==> src/rtl/coherence_bus_pkg.sv <==
// Shared types for the L1/L2 coherence bus sequencer.
package coherence_bus_pkg;

  typedef enum logic [1:0] {
    BUS_RD   = 2'b00,
    BUS_UPGR = 2'b01,
    BUS_RDX  = 2'b10,
    BUS_NON  = 2'b11
  } bus_op_t;

  typedef enum logic [1:0] {
    SRC_PEER = 2'b01,
    SRC_L2   = 2'b10,
    SRC_NONE = 2'b11
  } resp_src_t;

  typedef enum logic [1:0] {
    ST_IDLE,
    ST_SNOOP,
    ST_L2_WAIT,
    ST_RESP
  } seq_state_t;

  function automatic int unsigned idx_width(input int unsigned n);
    return (n > 1) ? $clog2(n) : 1;
  endfunction

endpackage

==> src/rtl/rr_priority_select.sv <==
// Round-robin pick: first set request at or after ptr, wrapping.
module rr_priority_select
  import coherence_bus_pkg::*;
#(
  parameter int unsigned N  = 2,
  parameter int unsigned IW = idx_width(N)
) (
  input  logic [N-1:0]  req,
  input  logic [IW-1:0] ptr,
  output logic [N-1:0]  winner,
  output logic [IW-1:0] winner_idx,
  output logic          valid
);

  always_comb begin
    winner     = '0;
    winner_idx = '0;
    valid      = 1'b0;
    for (int unsigned k = 0; k < N; k++) begin
      if (!valid && req[(32'(ptr) + k) % N]) begin
        valid      = 1'b1;
        winner_idx = IW'((32'(ptr) + k) % N);
        winner[(32'(ptr) + k) % N] = 1'b1;
      end
    end
  end

endmodule

==> src/rtl/bus_transaction_sequencer.sv <==
// Round-robin coherence bus sequencer: grant, snoop, optional L2 access, one-cycle response.
module bus_transaction_sequencer
  import coherence_bus_pkg::*;
#(
  parameter int unsigned N_CORES    = 2,
  parameter int unsigned L2_TIMEOUT = 15
) (
  input  logic                  clk,
  input  logic                  reset,
  input  logic [N_CORES-1:0]    req,
  input  logic [2*N_CORES-1:0]  op,
  input  logic [32*N_CORES-1:0] addr,
  output logic [N_CORES-1:0]    grant,
  output logic [N_CORES-1:0]    done,
  output logic [1:0]            resp_src,
  output logic [31:0]           resp_data,
  output logic                  snoop_valid,
  output logic [1:0]            snoop_op,
  output logic [31:0]           snoop_addr,
  input  logic [N_CORES-1:0]    snoop_hit,
  input  logic [32*N_CORES-1:0] snoop_data,
  output logic                  l2_req,
  output logic [31:0]           l2_addr,
  input  logic                  l2_ready,
  input  logic                  l2_hit,
  input  logic [31:0]           l2_data,
  output logic                  l2_timeout_err,
  output logic                  busy
);

  localparam int unsigned IW = idx_width(N_CORES);
  localparam int unsigned CW = $clog2(L2_TIMEOUT + 1);
  localparam logic [CW-1:0] TMO_LAST = CW'(L2_TIMEOUT - 1);

  seq_state_t       state_q, state_d;
  logic [IW-1:0]    owner_q, owner_d, ptr_q, ptr_d;
  bus_op_t          op_q, op_d;
  logic [31:0]      addr_q, addr_d, data_q, data_d;
  resp_src_t        src_q, src_d;
  logic [CW-1:0]    cnt_q, cnt_d;
  logic             err_q, err_d;

  logic [N_CORES-1:0] sel_onehot;
  logic [IW-1:0]      sel_idx;
  logic               sel_valid;
  logic [1:0]         sel_op;
  logic [31:0]        sel_addr;
  logic               peer_hit;
  logic [31:0]        peer_data;

  rr_priority_select #(.N(N_CORES), .IW(IW)) u_rr (
    .req        (req),
    .ptr        (ptr_q),
    .winner     (sel_onehot),
    .winner_idx (sel_idx),
    .valid      (sel_valid)
  );

  always_comb begin
    sel_op   = '0;
    sel_addr = '0;
    for (int unsigned i = 0; i < N_CORES; i++) begin
      if (sel_onehot[i]) begin
        sel_op   = sel_op   | op[2*i +: 2];
        sel_addr = sel_addr | addr[32*i +: 32];
      end
    end
  end

  // Lowest-index hitting peer supplies data; the owner's own hit bit is masked.
  always_comb begin
    peer_hit  = 1'b0;
    peer_data = '0;
    for (int unsigned i = 0; i < N_CORES; i++) begin
      if (!peer_hit && snoop_hit[i] && (owner_q != IW'(i))) begin
        peer_hit  = 1'b1;
        peer_data = snoop_data[32*i +: 32];
      end
    end
  end

  always_comb begin
    state_d = state_q;
    owner_d = owner_q;
    ptr_d   = ptr_q;
    op_d    = op_q;
    addr_d  = addr_q;
    src_d   = src_q;
    data_d  = data_q;
    cnt_d   = cnt_q;
    err_d   = err_q;
    unique case (state_q)
      ST_IDLE: begin
        if (sel_valid) begin
          owner_d = sel_idx;
          op_d    = bus_op_t'(sel_op);
          addr_d  = sel_addr;
          state_d = ST_SNOOP;
        end
      end
      ST_SNOOP: begin
        if (op_q == BUS_NON || op_q == BUS_UPGR) begin
          src_d   = SRC_NONE;
          data_d  = '0;
          state_d = ST_RESP;
        end else if (peer_hit) begin
          src_d   = SRC_PEER;
          data_d  = peer_data;
          state_d = ST_RESP;
        end else begin
          cnt_d   = '0;
          state_d = ST_L2_WAIT;
        end
      end
      ST_L2_WAIT: begin
        // A response landing on the final wait cycle beats the timeout.
        if (l2_ready) begin
          src_d   = l2_hit ? SRC_L2 : SRC_NONE;
          data_d  = l2_hit ? l2_data : '0;
          state_d = ST_RESP;
        end else if (cnt_q == TMO_LAST) begin
          err_d   = 1'b1;
          src_d   = SRC_NONE;
          data_d  = '0;
          state_d = ST_RESP;
        end else begin
          cnt_d = cnt_q + CW'(1);
        end
      end
      ST_RESP: begin
        ptr_d   = (owner_q == IW'(N_CORES - 1)) ? '0 : owner_q + IW'(1);
        state_d = ST_IDLE;
      end
      default: state_d = ST_IDLE;
    endcase
  end

  always_ff @(posedge clk) begin
    if (reset) begin
      state_q <= ST_IDLE;
      owner_q <= '0;
      ptr_q   <= '0;
      op_q    <= BUS_NON;
      addr_q  <= '0;
      src_q   <= SRC_NONE;
      data_q  <= '0;
      cnt_q   <= '0;
      err_q   <= 1'b0;
    end else begin
      state_q <= state_d;
      owner_q <= owner_d;
      ptr_q   <= ptr_d;
      op_q    <= op_d;
      addr_q  <= addr_d;
      src_q   <= src_d;
      data_q  <= data_d;
      cnt_q   <= cnt_d;
      err_q   <= err_d;
    end
  end

  always_comb begin
    grant = '0;
    done  = '0;
    for (int unsigned i = 0; i < N_CORES; i++) begin
      grant[i] = (state_q != ST_IDLE) && (owner_q == IW'(i));
      done[i]  = (state_q == ST_RESP) && (owner_q == IW'(i));
    end
  end

  assign resp_src       = (state_q == ST_RESP) ? src_q : SRC_NONE;
  assign resp_data      = (state_q == ST_RESP) ? data_q : '0;
  assign snoop_valid    = (state_q == ST_SNOOP) && (op_q != BUS_NON);
  assign snoop_op       = op_q;
  assign snoop_addr     = addr_q;
  assign l2_req         = (state_q == ST_L2_WAIT);
  assign l2_addr        = addr_q;
  assign l2_timeout_err = err_q;
  assign busy           = (state_q != ST_IDLE);

endmodule

==> config.mk <==
export PLATFORM = sky130hd
export DESIGN_NAME = bus_transaction_sequencer
export DESIGN_NICKNAME = d
export VERILOG_FILES = /design/src/rtl/coherence_bus_pkg.sv /design/src/rtl/rr_priority_select.sv /design/src/rtl/bus_transaction_sequencer.sv
export SDC_FILE = /design/constraint.sdc
export NUM_CORES = 1
export LEC_CHECK = 0
export ABC_AREA = 1
export CAP_MARGIN = 20
export CORE_MARGIN = 4
export CORE_UTILIZATION = 36
export CTS_CLUSTER_DIAMETER = 60
export DETAILED_ROUTE_END_ITERATION = 8
export PLACE_DENSITY = 0.8
export SLEW_MARGIN = 15
export SYNTH_ARGS = -nofsm -noshare
export SYNTH_HDL_FRONTEND = slang
export SYNTH_SLANG_ARGS = --single-unit
==> constraint.sdc <==
create_clock -name clk -period 1.75 [get_ports clk]
set_clock_uncertainty 0.1 [all_clocks]
set_input_delay 0.175 -clock clk [delete_from_list [all_inputs] [get_ports clk]]
set_output_delay 0.175 -clock clk [all_outputs]
set_load 0.02 [all_outputs]
==> results, run 1 <==
- The run finished with clean final reports.
- The TritonCTS clock tree is built.
- The number of distinct library cells after synthesis is 25.
- For this design, the sink count on the clock tree is 77.
- In this run, the number of DRC markers left after iteration 0 of detailed routing was 316.
- The clock-pin slew on the worst setup and hold paths is 0.06 ns.
- The number of clock buffers added by TritonCTS is 9.
- The I/O pin total is 280.
- For this configuration, the core starts out at a cell density of 37.0%.
- The chip width is 128 um.
- Leaving out fill and tap cells, the most frequent cell in the layout is sky130_fd_sc_hd__clkdlybuf4s50_1.
- The die covers 16400 um^2.
- The total detailed-routing wirelength is 18.8 mm.
- The worst setup path is captured at an output pin.
- The share of the Yosys chip area taken by registers is 29.6%.
- Entering global routing, the biggest net connects 45 pins.
- The largest voltage drop on the vdd net is 0.815 mV.
- The maximum clock path buffer count is 2.
- The HPWL reported at the end of detailed placement is 13.9 mm.
- The initial antenna violation count is 0.
- The accumulated negative setup slack is 0 ns.
- Each instance of the synthesized netlist takes up on average 5.85 um^2.
- The final count of pins violating max slew is 0.
- The power density over cell area is 1420 nW/um^2.
- The hold buffer count at cts is 0.
- The startpoint identified for the worst register-to-register timing path is state_q[0].
- The clock reaches the later pin of the worst-skew pair after 0.33 ns.
- The worst flop-to-flop path endpoint is data_q[14].
- Compared with the post-synthesis result, the final layout area differs by 61.8%.
- The remaining global-route overflow is 0.
- The first-pass GRT wire length is 29.0 mm.
- The worst setup path is of the flop to output pin kind.
- The core region is 14000 um^2.
- The routability-driven placement congestion ratio is 0.845.
- The leakage power total is 4.37 nW.
- The DRC violation count after routing is 0.
- The global-route total usage across every layer is 21.7%.
- The worst setup path is launched from a flop.
- The fraction of final layout cells with drive strength greater than 1 is 11.1%.
- Timing would allow up to 597 MHz.
- The via density per instance is 4.64.
- Counting cells, the worst reg-to-reg path comes to 10.
- The top cell types in the final layout, fill and taps aside, are sky130_fd_sc_hd__clkdlybuf4s50_1 (237), sky130_fd_sc_hd__nand2_1 (223), sky130_fd_sc_hd__inv_1 (144).
- The number of warnings issued by yosys is 0.
- The worst slew margin relative to its limit is 80.7%.
- The number of nets produced by synthesis is 1068.
- Detailed routing inserted a total of 6123 vias.
- The total of endpoints with negative setup slack in the final report is 0.
- For the finished layout, the period the worst path requires is 1.67 ns.
- The sequential cells in the finished layout cover a total of 1550 um^2.
- The via count of the first global-routing pass is 5758.
- The net count of the finished layout is 1315.
- The number of search-and-repair iterations in the first detailed-routing pass is 4.
- In this run the worst hold path is classified as flop to flop.
- The depth of the CTS H-tree is 3.
- The tree is rooted in a sky130_fd_sc_hd__clkbuf_16.
- In this run the vertical extent of the chip is 128 um.
- The number of hold violations in the final report came to 0.
- After detailed routing, the average wire length per cell comes to 14.3 um.
- The post-route antenna net violation count is 0.
- The final cycle utilization of the critical path is 95.7%.
- Data on the critical path arrives at its endpoint at 1.40 ns.
- The number of maximum-capacitance constraint violations is 0.
- The number of synthesized register bits is 77.
- In the synthesized netlist, the number of instances is 889.
- The fill cell total of the finished layout is 1360.
- The actual slew at the worst max-slew pin is 0.289 ns.
- The area of the mapped netlist is 5200 um^2.
- Counting instances, the worst hold path has a depth of 2.
- The setup check on the worst reg-to-reg path leaves a slack of 0.10 ns.
- The floorplan has 43 rows.
- The endpoint required time on the critical path is 1.47 ns.
- In this run the most critical hold path is launched from l2_timeout_err.
- The worst hold path terminates at l2_timeout_err.
- The area of the multi-input gates is 2600 um^2.
- 0 antenna diodes ended up in the layout.
- Input and output buffers added on the ports amount to 279.
- The maximum fanout along the worst path is 16.
- The final cell utilization of the core is 59.9%.
cell type report:
| class | count | share of cell area [%] |
|---|---|---|
| repair buffers | 324 | 38.0 |
| multi-input cells | 573 | 30.9 |
| flip-flops and latches | 77 | 18.4 |
| inverters | 151 | 6.74 |
| clock buffers | 9 | 2.68 |
| well taps | 180 | 2.68 |
| clock inverters | 7 | 0.624 |
sequential cells by signal (all words and copies together), names as in the netlist:
signal          flops
l2_addr            32
src_q               2
cnt_q               4
owner_q             1
data_q             32
snoop_op            2
state_q             2
l2_timeout_err      1
ptr_q               1
where the power goes:
part | switching [mW] | total (mW) | internal [mW] | leakage [nW]
Sequential | 0.463 | 2.83 | 2.37 | 0.636
Clock | 0.766 | 1.73 | 0.964 | 0.135
Combinational | 4.05 | 7.42 | 3.37 | 3.60
metal layers:
metal / GRT usage [%] / share of wire, % / up-vias
li1: - / - / 3171
met1: 24.8 / 40 / 2670
met2: 38.6 / 48 / 268
met3: 7.88 / 11 / 14
met4: 4.81 / 1.1 / 0
met5: 0 / 0 / -
stage by stage:
| step | cells | power [mW] | setup slack (ns) | hold slack (ns) | cell area (um^2) |
|---|---|---|---|---|---|
| 2_1_floorplan | 889 | 7.17 | 0.00223 | 0.262 | 5210 |
| 3_3_place_gp | 1299 | 9.78 | -0.0272 | 0.353 | 8140 |
| 3_5_place_dp | 1299 | 9.84 | -0.0762 | 0.368 | 8140 |
| 4_1_cts | 1316 | 11.6 | 0.000715 | 0.383 | 8380 |
| 5_1_grt | 1321 | 12.9 | -0.00325 | 0.431 | 8420 |
| 6_report | 1321 | 12.0 | 0.0757 | 0.372 | 8420 |
worst max path at each step:
stage	startpoint	end	slack (ns)	depth (start not counted)
floorplan	state_q[0]	src_q[0]	0.002	11
global placement	state_q[0]	resp_data[10]	-0.03	5
detailed placement	state_q[0]	done[1]	-0.08	5
CTS	state_q[0]	resp_data[14]	0.0007	5
global route	state_q[1]	data_q[16]	-0.003	10
finish	state_q[0]	resp_data[10]	0.08	6
kinds of logic (layout without fill, tap and decap cells):
logic type / Yosys count / after routing / share of synthesized area [%]
simple gates: 486 / 486 / 38.4
buf+inv: 239 / 491 / 21.3
compound gates: 79 / 79 / 8.83
flops: 77 / 77 / 29.6
fa+ha+maj: 7 / 7 / 1.68
xor+xnor: 1 / 1 / 0.168
cells in the mapped netlist:
cell type | n | share of area [%]
sky130_fd_sc_hd__a21oi_1 | 8 | 0.77
sky130_fd_sc_hd__nand4_1 | 1 | 0.12
sky130_fd_sc_hd__inv_2 | 4 | 0.29
sky130_fd_sc_hd__nand3_2 | 1 | 0.19
sky130_fd_sc_hd__dfxtp_1 | 77 | 30
sky130_fd_sc_hd__xnor2_1 | 1 | 0.17
sky130_fd_sc_hd__buf_6 | 8 | 1.7
sky130_fd_sc_hd__o21ai_0 | 33 | 3.2
sky130_fd_sc_hd__nor3_1 | 1 | 0.096
sky130_fd_sc_hd__nand2_2 | 4 | 0.48
sky130_fd_sc_hd__nand2_4 | 1 | 0.22
sky130_fd_sc_hd__nand3_1 | 110 | 11
sky130_fd_sc_hd__buf_4 | 34 | 4.9
sky130_fd_sc_hd__buf_2 | 18 | 1.7
sky130_fd_sc_hd__nor2_1 | 141 | 10
sky130_fd_sc_hd__clkbuf_1 | 25 | 1.8
sky130_fd_sc_hd__buf_1 | 3 | 0.22
sky130_fd_sc_hd__o21ai_2 | 2 | 0.34
sky130_fd_sc_hd__a211oi_1 | 1 | 0.14
sky130_fd_sc_hd__a21oi_4 | 1 | 0.31
sky130_fd_sc_hd__inv_1 | 147 | 11
sky130_fd_sc_hd__ha_1 | 7 | 1.7
sky130_fd_sc_hd__or2_2 | 3 | 0.36
sky130_fd_sc_hd__o22ai_1 | 34 | 4.1
sky130_fd_sc_hd__nand2_1 | 224 | 16
repair_timing:
action,in CTS,in global routing
pin swaps,0,1
setup buffers,0,1
gates resized for setup,123,33
setup endpoints to repair,40,61
cloned,1,4
worst max-delay path: stages (launching register included):
cell                       delay [ns]
sky130_fd_sc_hd__dfxtp_4         0.36
sky130_fd_sc_hd__ha_4            0.18
sky130_fd_sc_hd__buf_12          0.13
sky130_fd_sc_hd__buf_16          0.14
sky130_fd_sc_hd__nand2_1         0.07
sky130_fd_sc_hd__inv_1           0.03
sky130_fd_sc_hd__clkbuf_4        0.16
Note: power is estimated with default switching activity, not from simulation.
==> inputs of run 2 (changes only) <==
--- a/config.mk
+++ b/config.mk
@@ -9,9 +9,10 @@
 export CAP_MARGIN = 20
 export CORE_MARGIN = 4
 export CORE_UTILIZATION = 36
-export CTS_CLUSTER_DIAMETER = 60
+export CTS_CLUSTER_DIAMETER = 200
 export DETAILED_ROUTE_END_ITERATION = 8
 export PLACE_DENSITY = 0.8
+export SKIP_LAST_GASP = 1
 export SLEW_MARGIN = 15
 export SYNTH_ARGS = -nofsm -noshare
 export SYNTH_HDL_FRONTEND = slang
==> results, run 2 (synthesized netlist as in run 1, its figures left out) <==
- Run status: finished, final reports clean (unchanged).
- The area enclosed by the die boundary is 16400 um^2 (unchanged).
- The initial core utilization is 37.0% (unchanged).
- The post-route antenna net violation count was 0 (unchanged).
- The category of the most critical setup path is flop to output pin (unchanged).
- The final period demand of the worst path is 1.67 ns (about the same).
- The final cycle utilization of the critical path is 95.7% (about the same).
- The count of input and output buffers is 279 (unchanged).
- The placed instance count is 1299 (unchanged).
- The via total after detailed routing is 6119 (was 6123).
- The startpoint of the lowest-slack register-to-register path was state_q[0] (unchanged).
- The maximum clock path buffer count is 2 (unchanged).
- The final count of pins violating max slew came to 0 (unchanged).
- The via count of the first global-routing pass is 5758 (unchanged).
- The number of search-and-repair iterations in the first detailed-routing pass is 5 (was 4).
- Setup repair after global routing could not meet its margin everywhere.
- The power density over cell area is 1420 nW/um^2 (about the same).
- The relative area change from synthesis to final layout is 61.6% (was 61.8%).
- The total core area is 14000 um^2 (unchanged).
- The number of buffers added by the clock tree synthesis step is 9 (unchanged).
- The largest voltage drop on the vdd net was 0.815 mV (about the same).
- The total cell area at the placement stage is 8140 um^2 (unchanged).
- The via density per instance is 4.63 (was 4.64).
- The design area is 8410 um^2 (was 8420 um^2).
- The number of nets in the layout is 1315 (unchanged).
- The most frequent standard cell in the layout excluding fill and tap cells is sky130_fd_sc_hd__clkdlybuf4s50_1 (unchanged).
- The endpoint required time on the critical path is 1.47 ns (about the same).
- The clock-pin slew on the worst setup and hold paths is 0.06 ns (about the same).
- The worst endpoint data arrival time is 1.40 ns (about the same).
- The chip width is 128 um (unchanged).
- The remaining global-route overflow is 0 (unchanged).
- The number of DRC markers after the initial detailed-route iteration is 378 (was 316).
- The worst min-delay path class is flop to flop (unchanged).
- The DRC violation count after routing is 0 (unchanged).
- The number of clock sinks seen by CTS is 77 (unchanged).
- The first-pass GRT wire length is 29.0 mm (unchanged).
- The kind of launch point of the worst setup path is a flop (unchanged).
- The leakage power total came to 4.37 nW (about the same).
- The depth of the CTS H-tree is 3 (unchanged).
- The total detailed-routing wirelength came to 18.8 mm (unchanged).
- The worst-skew pair later-pin latency is 0.33 ns (about the same).
- The actual slew at the worst max-slew pin is 0.289 ns (about the same).
- The launch point of the worst path is state_q[0] (unchanged).
- Commonest cells after routing, fill and taps aside: sky130_fd_sc_hd__clkdlybuf4s50_1 (237), sky130_fd_sc_hd__nand2_1 (224), sky130_fd_sc_hd__inv_1 (144) (was sky130_fd_sc_hd__clkdlybuf4s50_1 (237), sky130_fd_sc_hd__nand2_1 (223), sky130_fd_sc_hd__inv_1 (144)).
- The overall die height is 128 um (unchanged).
- The highest attainable clock frequency was 597 MHz (about the same).
- The TritonCTS clock tree is built (unchanged).
- The initial antenna violation count is 0 (unchanged).
- The diode insertion count for antenna repair is 0 (unchanged).
- The average wire per standard cell is 14.3 um (unchanged).
- The HPWL reported at the end of detailed placement was 13.9 mm (unchanged).
- The root cell of the clock tree is sky130_fd_sc_hd__clkbuf_16 (unchanged).
- The fraction of final layout cells with drive strength greater than 1 was 11.0% (was 11.1%).
- The critical hold path startpoint was l2_timeout_err (unchanged).
- The hold buffer count at cts is 0 (unchanged).
- The maximum fanout along the worst path came to 4 (was 16).
- The number of hold violations in the final report is 0 (unchanged).
- The I/O pin total is 280 (unchanged).
- The worst hold slack across all endpoints is 0.372 ns (about the same).
- The number of standard cells in the layout, taps in and fillers out was 1321 (unchanged).
- The worst slew margin relative to its limit came to 80.7% (about the same).
- The total of endpoints with negative setup slack in the final report was 0 (unchanged).
- The routability-driven placement congestion ratio is 0.845 (unchanged).
- The pin count of the biggest net entering global routing is 45 (unchanged).
- The number of maximum-capacitance constraint violations was 0 (unchanged).
- The global-route total usage across every layer is 21.7% (unchanged).
- The capturing element type of the critical path is an output pin (unchanged).
- The number of standard-cell rows in the floorplan came to 43 (unchanged).
==> run 2: through the flow <==
step                setup slack [ns]  util, %  setup TNS, ns  power, mW
floorplan                    0.00223        -              0       7.17
global placement             -0.0272     58.0        -0.0743       9.78
detailed placement           -0.0762     58.0          -1.19       9.84
CTS                          -0.0518     59.6        -0.0518       11.6
global route                 -0.0161     59.9        -0.0558       12.9
finish                        0.0755     59.9              0       12.0
==> run 2: timing repair <==
action / in CTS / in global routing
setup buffers: 0 / 1
resized for setup: 121 / 30
endpoints found under the setup margin: 40 / 61
pin swaps: 0 / 1
cloned: 1 / 4
endpoints found under the hold margin: 0 / 0
==> run 2: path summary, 6_finish.rpt <==
| check | end | depth (start not counted) | slack, ns |
|---|---|---|---|
| max | resp_src[0] | 4 | 0.08 |
| min | l2_timeout_err | 2 | 0.37 |
| max reg2reg | data_q[2] | 10 | 0.11 |
| min reg2reg | l2_timeout_err | 2 | 0.37 |
==> run 2: per-layer routing <==
layer  vias up  GRT usage, %  share of wire (%)
li1       3169             -                  -
met1      2681          24.8                 40
met2       253          38.6                 48
met3        16          7.88                 11
met4         0          4.81                1.2
met5         -             0                  0
==> run 2: critical path: stages (launching register included) <==
cell and delay (ns):
sky130_fd_sc_hd__dfxtp_2 0.37, sky130_fd_sc_hd__ha_4 0.18, sky130_fd_sc_hd__inv_1 0.09, sky130_fd_sc_hd__or2_2 0.27, sky130_fd_sc_hd__buf_2 0.16
==> run 2: area by class of cell <==
type | instances | area, um^2
fill | 1361 | 5640
clock buffer | 9 | 225
inverter | 151 | 567
sequential | 77 | 1550
multi-input combinational | 573 | 2590
timing repair buffer | 324 | 3200
tap | 180 | 225
clock inverter | 7 | 52.6
==> run 2: where the power goes <==
group	switching, mW	internal (mW)	leakage, nW
registers	0.467	2.36	0.636
logic	4.05	3.36	3.60
clock network	0.762	0.964	0.135
total	5.28	6.69	4.37
